[src/rtl/cpu_sequencer.sv]
// rtl/cpu_sequencer.sv - multi-cycle control sequencer for the datapath run lifecycle
module cpu_sequencer #(
    parameter int          INIT_CYCLES = 2,
    parameter int          MEM_LAT     = 1,
    parameter logic [15:0] MAX_CYCLES  = 16'hFFFF
) (
    input  logic        CLK,
    input  logic        reset_n,
    input  logic        go,
    input  logic        done_in,
    input  logic [3:0]  opcode,
    input  logic        fcode,
    output logic        start_out,
    output logic        pc_hold,
    output logic        CTRL_branch_rel_nz,
    output logic        CTRL_branch_rel_z,
    output logic        CTRL_branch_abs,
    output logic        CTRL_reg_write_en,
    output logic        CTRL_reg_sel,
    output logic        CTRL_lut_in,
    output logic        CTRL_mem_to_reg,
    output logic        CTRL_alu_src,
    output logic        CTRL_alu_sc_in,
    output logic        CTRL_read_mem,
    output logic        CTRL_write_mem,
    output logic [2:0]  CTRL_alu_op,
    output logic        busy,
    output logic        done,
    output logic        timeout,
    output logic [15:0] cycle_count,
    output logic [15:0] instr_count
);

    typedef enum logic [2:0] {
        S_IDLE, S_INIT, S_RUN, S_MEM, S_HALT
    } state_t;

    state_t      state, state_nxt;
    logic [3:0]  init_cnt, init_nxt;
    logic [2:0]  stall_cnt, stall_nxt;
    logic        cyc_inc, ins_inc, clr_cnt, set_timeout;
    logic        watchdog;

    assign watchdog = (cycle_count == MAX_CYCLES);

    always_ff @(posedge CLK or negedge reset_n) begin
        if (!reset_n) begin
            state       <= S_IDLE;
            init_cnt    <= '0;
            stall_cnt   <= '0;
            cycle_count <= '0;
            instr_count <= '0;
            timeout     <= 1'b0;
        end else begin
            state     <= state_nxt;
            init_cnt  <= init_nxt;
            stall_cnt <= stall_nxt;
            if (clr_cnt) begin
                cycle_count <= '0;
                instr_count <= '0;
                timeout     <= 1'b0;
            end else begin
                if (cyc_inc && cycle_count != 16'hFFFF)
                    cycle_count <= cycle_count + 16'd1;
                if (ins_inc && instr_count != 16'hFFFF)
                    instr_count <= instr_count + 16'd1;
                if (set_timeout)
                    timeout <= 1'b1;
            end
        end
    end

    always_comb begin
        state_nxt          = state;
        init_nxt           = init_cnt;
        stall_nxt          = stall_cnt;
        cyc_inc            = 1'b0;
        ins_inc            = 1'b0;
        clr_cnt            = 1'b0;
        set_timeout        = 1'b0;
        start_out          = 1'b0;
        pc_hold            = 1'b0;
        busy               = 1'b0;
        done               = 1'b0;
        CTRL_branch_rel_nz = 1'b0;
        CTRL_branch_rel_z  = 1'b0;
        CTRL_branch_abs    = 1'b0;
        CTRL_reg_write_en  = 1'b0;
        CTRL_reg_sel       = 1'b0;
        CTRL_lut_in        = 1'b0;
        CTRL_mem_to_reg    = 1'b0;
        CTRL_alu_src       = 1'b0;
        CTRL_alu_sc_in     = 1'b0;
        CTRL_read_mem      = 1'b0;
        CTRL_write_mem     = 1'b0;
        CTRL_alu_op        = 3'd0;

        case (state)
            S_IDLE, S_HALT: begin
                done = (state == S_HALT);
                if (go) begin
                    state_nxt = S_INIT;
                    clr_cnt   = 1'b1;
                    init_nxt  = 4'(INIT_CYCLES);
                end
            end
            S_INIT: begin
                start_out = 1'b1;
                busy      = 1'b1;
                init_nxt  = init_cnt - 4'd1;
                if (init_cnt <= 4'd1)
                    state_nxt = S_RUN;
            end
            S_RUN: begin
                busy = 1'b1;
                // The watchdog cycle issues nothing, so the count stops at MAX_CYCLES.
                if (watchdog) begin
                    state_nxt   = S_HALT;
                    set_timeout = 1'b1;
                end else begin
                    cyc_inc = 1'b1;
                    ins_inc = (opcode != 4'hF) && (opcode != 4'h8);
                    case (opcode)
                        4'h0, 4'h1, 4'h2, 4'h3, 4'h4, 4'h5, 4'h6: begin
                            CTRL_alu_op       = opcode[2:0];
                            CTRL_reg_write_en = 1'b1;
                            CTRL_alu_sc_in    = fcode;
                        end
                        4'h7: begin
                            CTRL_alu_src      = 1'b1;
                            CTRL_reg_write_en = 1'b1;
                        end
                        4'h8: begin
                            CTRL_read_mem   = 1'b1;
                            CTRL_mem_to_reg = 1'b1;
                            pc_hold         = 1'b1;
                        end
                        4'h9: CTRL_write_mem    = 1'b1;
                        4'hA: CTRL_branch_rel_z  = 1'b1;
                        4'hB: CTRL_branch_rel_nz = 1'b1;
                        4'hC: begin
                            CTRL_branch_abs = 1'b1;
                            CTRL_lut_in     = fcode;
                        end
                        4'hD: CTRL_alu_op = 3'd1;
                        4'hE: begin
                            CTRL_reg_sel      = 1'b1;
                            CTRL_reg_write_en = 1'b1;
                        end
                        default: ;
                    endcase
                    if (done_in || opcode == 4'hF) begin
                        state_nxt = S_HALT;
                    end else if (opcode == 4'h8) begin
                        state_nxt = S_MEM;
                        stall_nxt = 3'(MEM_LAT);
                    end
                end
            end
            S_MEM: begin
                busy = 1'b1;
                if (watchdog) begin
                    state_nxt   = S_HALT;
                    set_timeout = 1'b1;
                end else begin
                    cyc_inc         = 1'b1;
                    CTRL_read_mem   = 1'b1;
                    CTRL_mem_to_reg = 1'b1;
                    if (stall_cnt != 3'd0) begin
                        pc_hold   = 1'b1;
                        stall_nxt = stall_cnt - 3'd1;
                    end else begin
                        CTRL_reg_write_en = 1'b1;
                        ins_inc           = 1'b1;
                        state_nxt         = S_RUN;
                    end
                end
            end
            default: state_nxt = S_IDLE;
        endcase
    end

endmodule

[config.mk]
export PLATFORM = sky130hd
export DESIGN_NAME = cpu_sequencer
export DESIGN_NICKNAME = d
export VERILOG_FILES = /design/src/rtl/cpu_sequencer.sv
export SDC_FILE = /design/constraint.sdc
export NUM_CORES = 1
export LEC_CHECK = 0
export BUFFER_PORTS_ARGS = -buffer_cell sky130_fd_sc_hd__buf_2
export CAP_MARGIN = 20
export CELL_PAD_IN_SITES_DETAIL_PLACEMENT = 0
export CELL_PAD_IN_SITES_GLOBAL_PLACEMENT = 1
export CORE_MARGIN = 5
export CORE_UTILIZATION = 36
export DETAILED_ROUTE_END_ITERATION = 8
export GPL_ROUTABILITY_DRIVEN = 0
export PLACE_DENSITY = 0.83
export SYNTH_ARGS = -nofsm -noshare
export SYNTH_HDL_FRONTEND = slang
export SYNTH_SLANG_ARGS = --single-unit
[constraint.sdc]
create_clock -name CLK -period 2.2 [get_ports CLK]
set_input_delay 0.55 -clock CLK [delete_from_list [all_inputs] [get_ports CLK]]
set_output_delay 0.55 -clock CLK [all_outputs]
set_load 0.01 [all_outputs]
---- After elaboration in Yosys (flattened, before gate mapping) ----
Cells that the tools add are included.
word-level totals
  register bits after elaboration ......... 43
  output and inout port bits .............. 51
operators by class
  add/sub/neg operators ................... 4
  magnitude comparators ................... 1
  equal/unequal tests ..................... 33
  muxes and demuxes ....................... 71
  reduce and logical (&&, ||, !) cells .... 20
operators by type and width
  cell                                                            count
  2-to-1 mux 16 bit                                               4
  2-to-1 mux 1 bit                                                44
  2-to-1 mux 3 bit                                                14
  adder 16 x 1 -> 16 bit, second input constant                   2
  == test 4 bit, second input constant                            8
  != test 16 bit, second input constant                           2
  == test 16 bit, second input constant                           1
  == test 4 x 3 -> 1 bit, second input constant                   4
  != test 2 bit, second input constant                            7
  != test 4 bit, second input constant                            3
  case mux 3 bit (2 select lines)                                 2
  case mux 3 bit (4 select lines)                                 1
  nonzero test 2 bit                                              5
  OR reduction 9 bit                                              1
  == test 4 x 2 -> 1 bit, second input constant                   2
  case mux 1 bit (2 select lines)                                 4
  case mux 4 bit (2 select lines)                                 1
  OR reduction 7 bit                                              1
  == test 3 x 2 -> 1 bit, second input constant                   2
  AND reduction 6 bit                                             1
  == test 4 x 1 -> 1 bit, second input constant                   1
  less-or-equal comparator 4 x 1 -> 1 bit, second input constant  1
  logical NOT 4 bit                                               1
  2-to-1 mux 4 bit                                                1
  other kinds (13)                                                16

---- Longest topological paths before layout ----
  depth after elaboration ................. 7
  depth in mapped cells ................... 8

---- Worst setup path before layout ----
OpenSTA, ideal clock, no wires.
  path kind ............................... register -> output
  start ................................... register cycle_count[0]
  end ..................................... output CTRL_alu_op[2]
  arrival ................................. 1.806 ns
  data required time ...................... 1.650 ns
  setup slack ............................. -0.156 ns
  cell stages (with the launch flop) ...... 9
  buffers on the path ..................... 2
  cell sequence ........................... dfrtp_1 ha_1 nand3_1 or4_1 buf_6 nand2_1 buf_2 nor3_1 and3_1
on the way
  cells in the longest elaborated chain, start to end .. 3
RTL lines
  what                    line  text
  from (decl)             30    output logic [15:0] cycle_count,
  from (signal assigned)  64    cycle_count <= cycle_count + 16'd1;
  == test 16 bit          44    assign watchdog = (cycle_count == MAX_CYCLES);
  2-to-1 mux 3 bit        117   if (watchdog) begin
  2-to-1 mux 3 bit        98    case (state)
  to (decl)               26    output logic [2:0] CTRL_alu_op,
No other way between the ends.

---- Final worst setup path ----
  start ................................... register cycle_count[1]
  end ..................................... output CTRL_lut_in
on the way
  cells in the longest elaborated chain, start to end .. 3
RTL lines
  what              line  text
  == test 16 bit    44
  2-to-1 mux 1 bit  117
  2-to-1 mux 1 bit  98
  to (decl)         20    output logic CTRL_lut_in,
No other way between the ends.

==> impl_metrics.ini <==
[power_and_ir_drop]
power.share.sequential = 0.359
powerDensity_nw_per_um2 = 789.2
clock_power_share = 0.176
leakage_uw = 0.001682
total_power_consumption_uw = 2762
p_int_uw = 1674
combinational_share_of_power = 0.464
switching_fraction = 0.3938
netSwitchingPower_uw = 1088
ir_drop_uv = 649.6

[drt]
total_number_of_vias = 2609
antenna_left = 0
first_pass_iters = 4
totalWireLength_um = 7064
routed_wire_length_per_instance_um = 14.30
avgViaCountPerCell = 5.281
initialDrtViolationCount = 110
drt_drc_violations_left = 0

[timing]
final_min_period_over_clock_period = 1.111
pnr_worst_setup_slack_ps = -244.5
clock_skew_ps = 8.632
hold_viol_final = 0
post-route-min-period_ps = 2445
timing.setup.tns_ps = -2769
fmaxAchievable_ghz = 0.4091
worst_hold_margin_ps = 184.8
setup_repair_after_global_routing_missed_its_margin = true
finalSetupViolCount = 15
max_slew_margin = 0.6336
final-max-slew-violation-count = 0
worst-slew-pin-transition_ps = 543.8

[run_status]
status = finished, violations left
violations = setup timing

[clock_tree]
clock_input_transition_at_the_sequential_cells_of_the_worst_setup_and_hold_paths_ps = 80
numCtsBuffers = 5
cts_tree = done
cts_num_sinks = 43
cts_max_path_buffers = 2
cts_max_level = 2
worst_skew_pair.late_latency_ps = 300
cts_hold_buffers = 0
clock_tree.root_cell = sky130_fd_sc_hd__clkbuf_8

[synthesis]
synth.yosys.seq_area_share = 0.4157
yosysUniqueCellTypes = 45
synth_seq_cells = 43
syn_avg_cell_area_um2 = 8.775
synth-warning-count = 0
synthesis.instances = 295
syn_area_um2 = 2589
synthesis.nets = 310

[grt]
grt-ovfl-total = 0
grt_first_pass_wirelength_um = 12020
grt_start_max_net_pins = 27
grt_util_all_layers = 0.1685
grt_pass1_vias = 2569
antenna_found_initial = 0

[finish]
diodes = 0
design.final.nets = 409
layout.cells.most_common = sky130_fd_sc_hd__buf_2
most-common-layout-cells = sky130_fd_sc_hd__buf_2, sky130_fd_sc_hd__buf_4, sky130_fd_sc_hd__dfrtp_1, sky130_fd_sc_hd__nand2_1, sky130_fd_sc_hd__nor2_1
layout-drive-gt1-share = 0.3494
syn_to_final_growth_pct = 35.19
finish.utilization = 0.4904
n_fill_cell = 701

[worst_setup_path]
crit_path_end_kind = output port
critical_path.startpoint_type = register
cp_data_required_time_ps = 1650
worst_ep_arrival_time_ps = 1890
worst-setup-path-type = reg2out
timing.critical_path.fanout_max = 5

[place]
detailedPlacementHpwl_um = 5235
pre_cts_ws_ps = -7.367
port_buffers = 59

[floorplanning]
design.portCount = 60
die_area_um2 = 8987
floorplan.core_area_um2 = 7137
starting_density_of_the_core = 0.3627
die_width_um = 94.80
die_y_um = 94.80
core.rowCount = 31

[min_path]
holdCritPathClass = in2async

[run]
max-cap-violations = 0
## power groups by stage
stage | logic (uW) | clock network, uW | registers, uW
6_report | 1280 | 487 | 992
3_3_place_gp | 1060 | 0 | 1020
3_5_place_dp | 1080 | 0 | 1030
2_1_floorplan | 727 | 0 | 1010
4_1_cts | 1200 | 500 | 991
5_1_grt | 1420 | 546 | 1010
## per-stage QoR
stage / std cells / area [um^2]
2_1_floorplan: 295 / 2628
3_3_place_gp: 473 / 3223
3_5_place_dp: 473 / 3223
4_1_cts: 490 / 3431
5_1_grt: 494 / 3500
6_report: 494 / 3500
## path summary, 6_finish.rpt
kind,cells after the start,start,slack (ps),end
setup / recovery,7,cycle_count[1],-240,CTRL_lut_in
hold / removal,1,reset_n,180,instr_count[5]
setup reg to reg,9,cycle_count[1],120,instr_count[4]
hold reg to reg,1,stall_cnt[0],490,stall_cnt[0]
max in group asynchronous,2,reset_n,1520,cycle_count[5]
min in group CLK,2,go,470,state[2]
## cell usage after synthesis
master                       n  area, um^2
sky130_fd_sc_hd__o21ai_0    15       75.07
sky130_fd_sc_hd__or3_1       7       43.79
sky130_fd_sc_hd__nor3_1     17       85.08
sky130_fd_sc_hd__buf_2       2       10.01
sky130_fd_sc_hd__or2_2       1       6.260
sky130_fd_sc_hd__a21oi_4     1       16.27
sky130_fd_sc_hd__nor2_2      1       6.260
sky130_fd_sc_hd__nor4_1     16       100.1
sky130_fd_sc_hd__a41o_2      1       11.26
sky130_fd_sc_hd__nor3_2      1       10.01
sky130_fd_sc_hd__a21o_1      2       15.01
sky130_fd_sc_hd__buf_4       2       15.01
sky130_fd_sc_hd__nand2_4     1       11.26
sky130_fd_sc_hd__a21oi_1    13       65.06
sky130_fd_sc_hd__mux2_2      2       22.52
sky130_fd_sc_hd__a41oi_1     1       8.760
sky130_fd_sc_hd__or4_1       3       22.52
sky130_fd_sc_hd__xnor2_1     9       78.83
sky130_fd_sc_hd__ha_1        6       75.07
sky130_fd_sc_hd__o2bb2ai_1   1       8.760
sky130_fd_sc_hd__o211ai_1    1       7.510
sky130_fd_sc_hd__mux2i_1     3       30.03
sky130_fd_sc_hd__xor2_1      2       17.52
sky130_fd_sc_hd__o22ai_1     1       6.260
sky130_fd_sc_hd__a221o_1    10       100.1
sky130_fd_sc_hd__buf_6       3       33.78
sky130_fd_sc_hd__a41o_1      1       10.01
sky130_fd_sc_hd__and2_4      1       8.760
sky130_fd_sc_hd__nand2b_1    4       25.02
sky130_fd_sc_hd__nand3_1    21       105.1
sky130_fd_sc_hd__clkbuf_1    8       30.03
sky130_fd_sc_hd__nor2_1     26       97.59
sky130_fd_sc_hd__a22oi_1     1       7.510
sky130_fd_sc_hd__nand4_2     1       12.51
sky130_fd_sc_hd__a211oi_1    2       15.01
sky130_fd_sc_hd__nand3b_1    2       15.01
sky130_fd_sc_hd__nand2_1    30       112.6
sky130_fd_sc_hd__o31ai_1     2       15.01
sky130_fd_sc_hd__and3_1      3       18.77
sky130_fd_sc_hd__nor2b_1     3       18.77
sky130_fd_sc_hd__dfrtp_1    43        1076
sky130_fd_sc_hd__and2_1      6       37.54
sky130_fd_sc_hd__and4_1      3       26.28
sky130_fd_sc_hd__nand4_1     6       37.54
sky130_fd_sc_hd__inv_1      10       37.54
## sequential cells by signal (all words and copies together) (netlist names)
signal	cells
cycle_count	16
instr_count	16
init_cnt	4
stall_cnt	3
state	3
timeout	1
## worst max-delay path, stage by stage (launching register included)
cell and delay (ps):
sky130_fd_sc_hd__dfrtp_1 360, sky130_fd_sc_hd__ha_2 190, sky130_fd_sc_hd__nand3_2 90, sky130_fd_sc_hd__or4_4 460, sky130_fd_sc_hd__nand2_4 110, sky130_fd_sc_hd__nor2_2 50, sky130_fd_sc_hd__and4_1 190, sky130_fd_sc_hd__buf_2 130
## metal layers
layer	routed length, um	track usage
met1	3083	0.2148
met2	3551	0.2819
met3	340	0.04143
met4	89	0.05048
met5	0	0
## what timing repair did
action                                  4_1_cts  5_1_grt
pin swaps                                     4        3
endpoints found under the setup margin       16       28
gates resized for setup                      13        5
buffers inserted                              9        4
## cell families (layout without fill, tap and decap cells)
| kind of cell | after synthesis | after routing | share of synthesized area |
|---|---|---|---|
| AND/OR/NAND/NOR | 153 | 153 | 0.3093 |
| multiplexers | 5 | 5 | 0.02030 |
| AO/OA/AOI/OAI | 52 | 52 | 0.1397 |
| buffers and inverters | 25 | 125 | 0.04882 |
| flip-flops | 43 | 43 | 0.4157 |
| adder cells (fa/ha/maj) | 6 | 6 | 0.02900 |
| XOR/XNOR | 11 | 11 | 0.03722 |
## cell type report
type / count / area (um^2) / share of cell area
sequential: 43 / 1077 / 0.3078
multi-input combinational: 227 / 1485 / 0.4244
timing repair buffer: 107 / 694.4 / 0.1984
clock buffer: 7 / 76.32 / 0.02181
clock inverter: 1 / 5.005 / 0.001430
inverter: 10 / 37.54 / 0.01073
tap: 99 / 123.9 / 0.03540
Note: power is estimated with default switching activity, not from simulation.
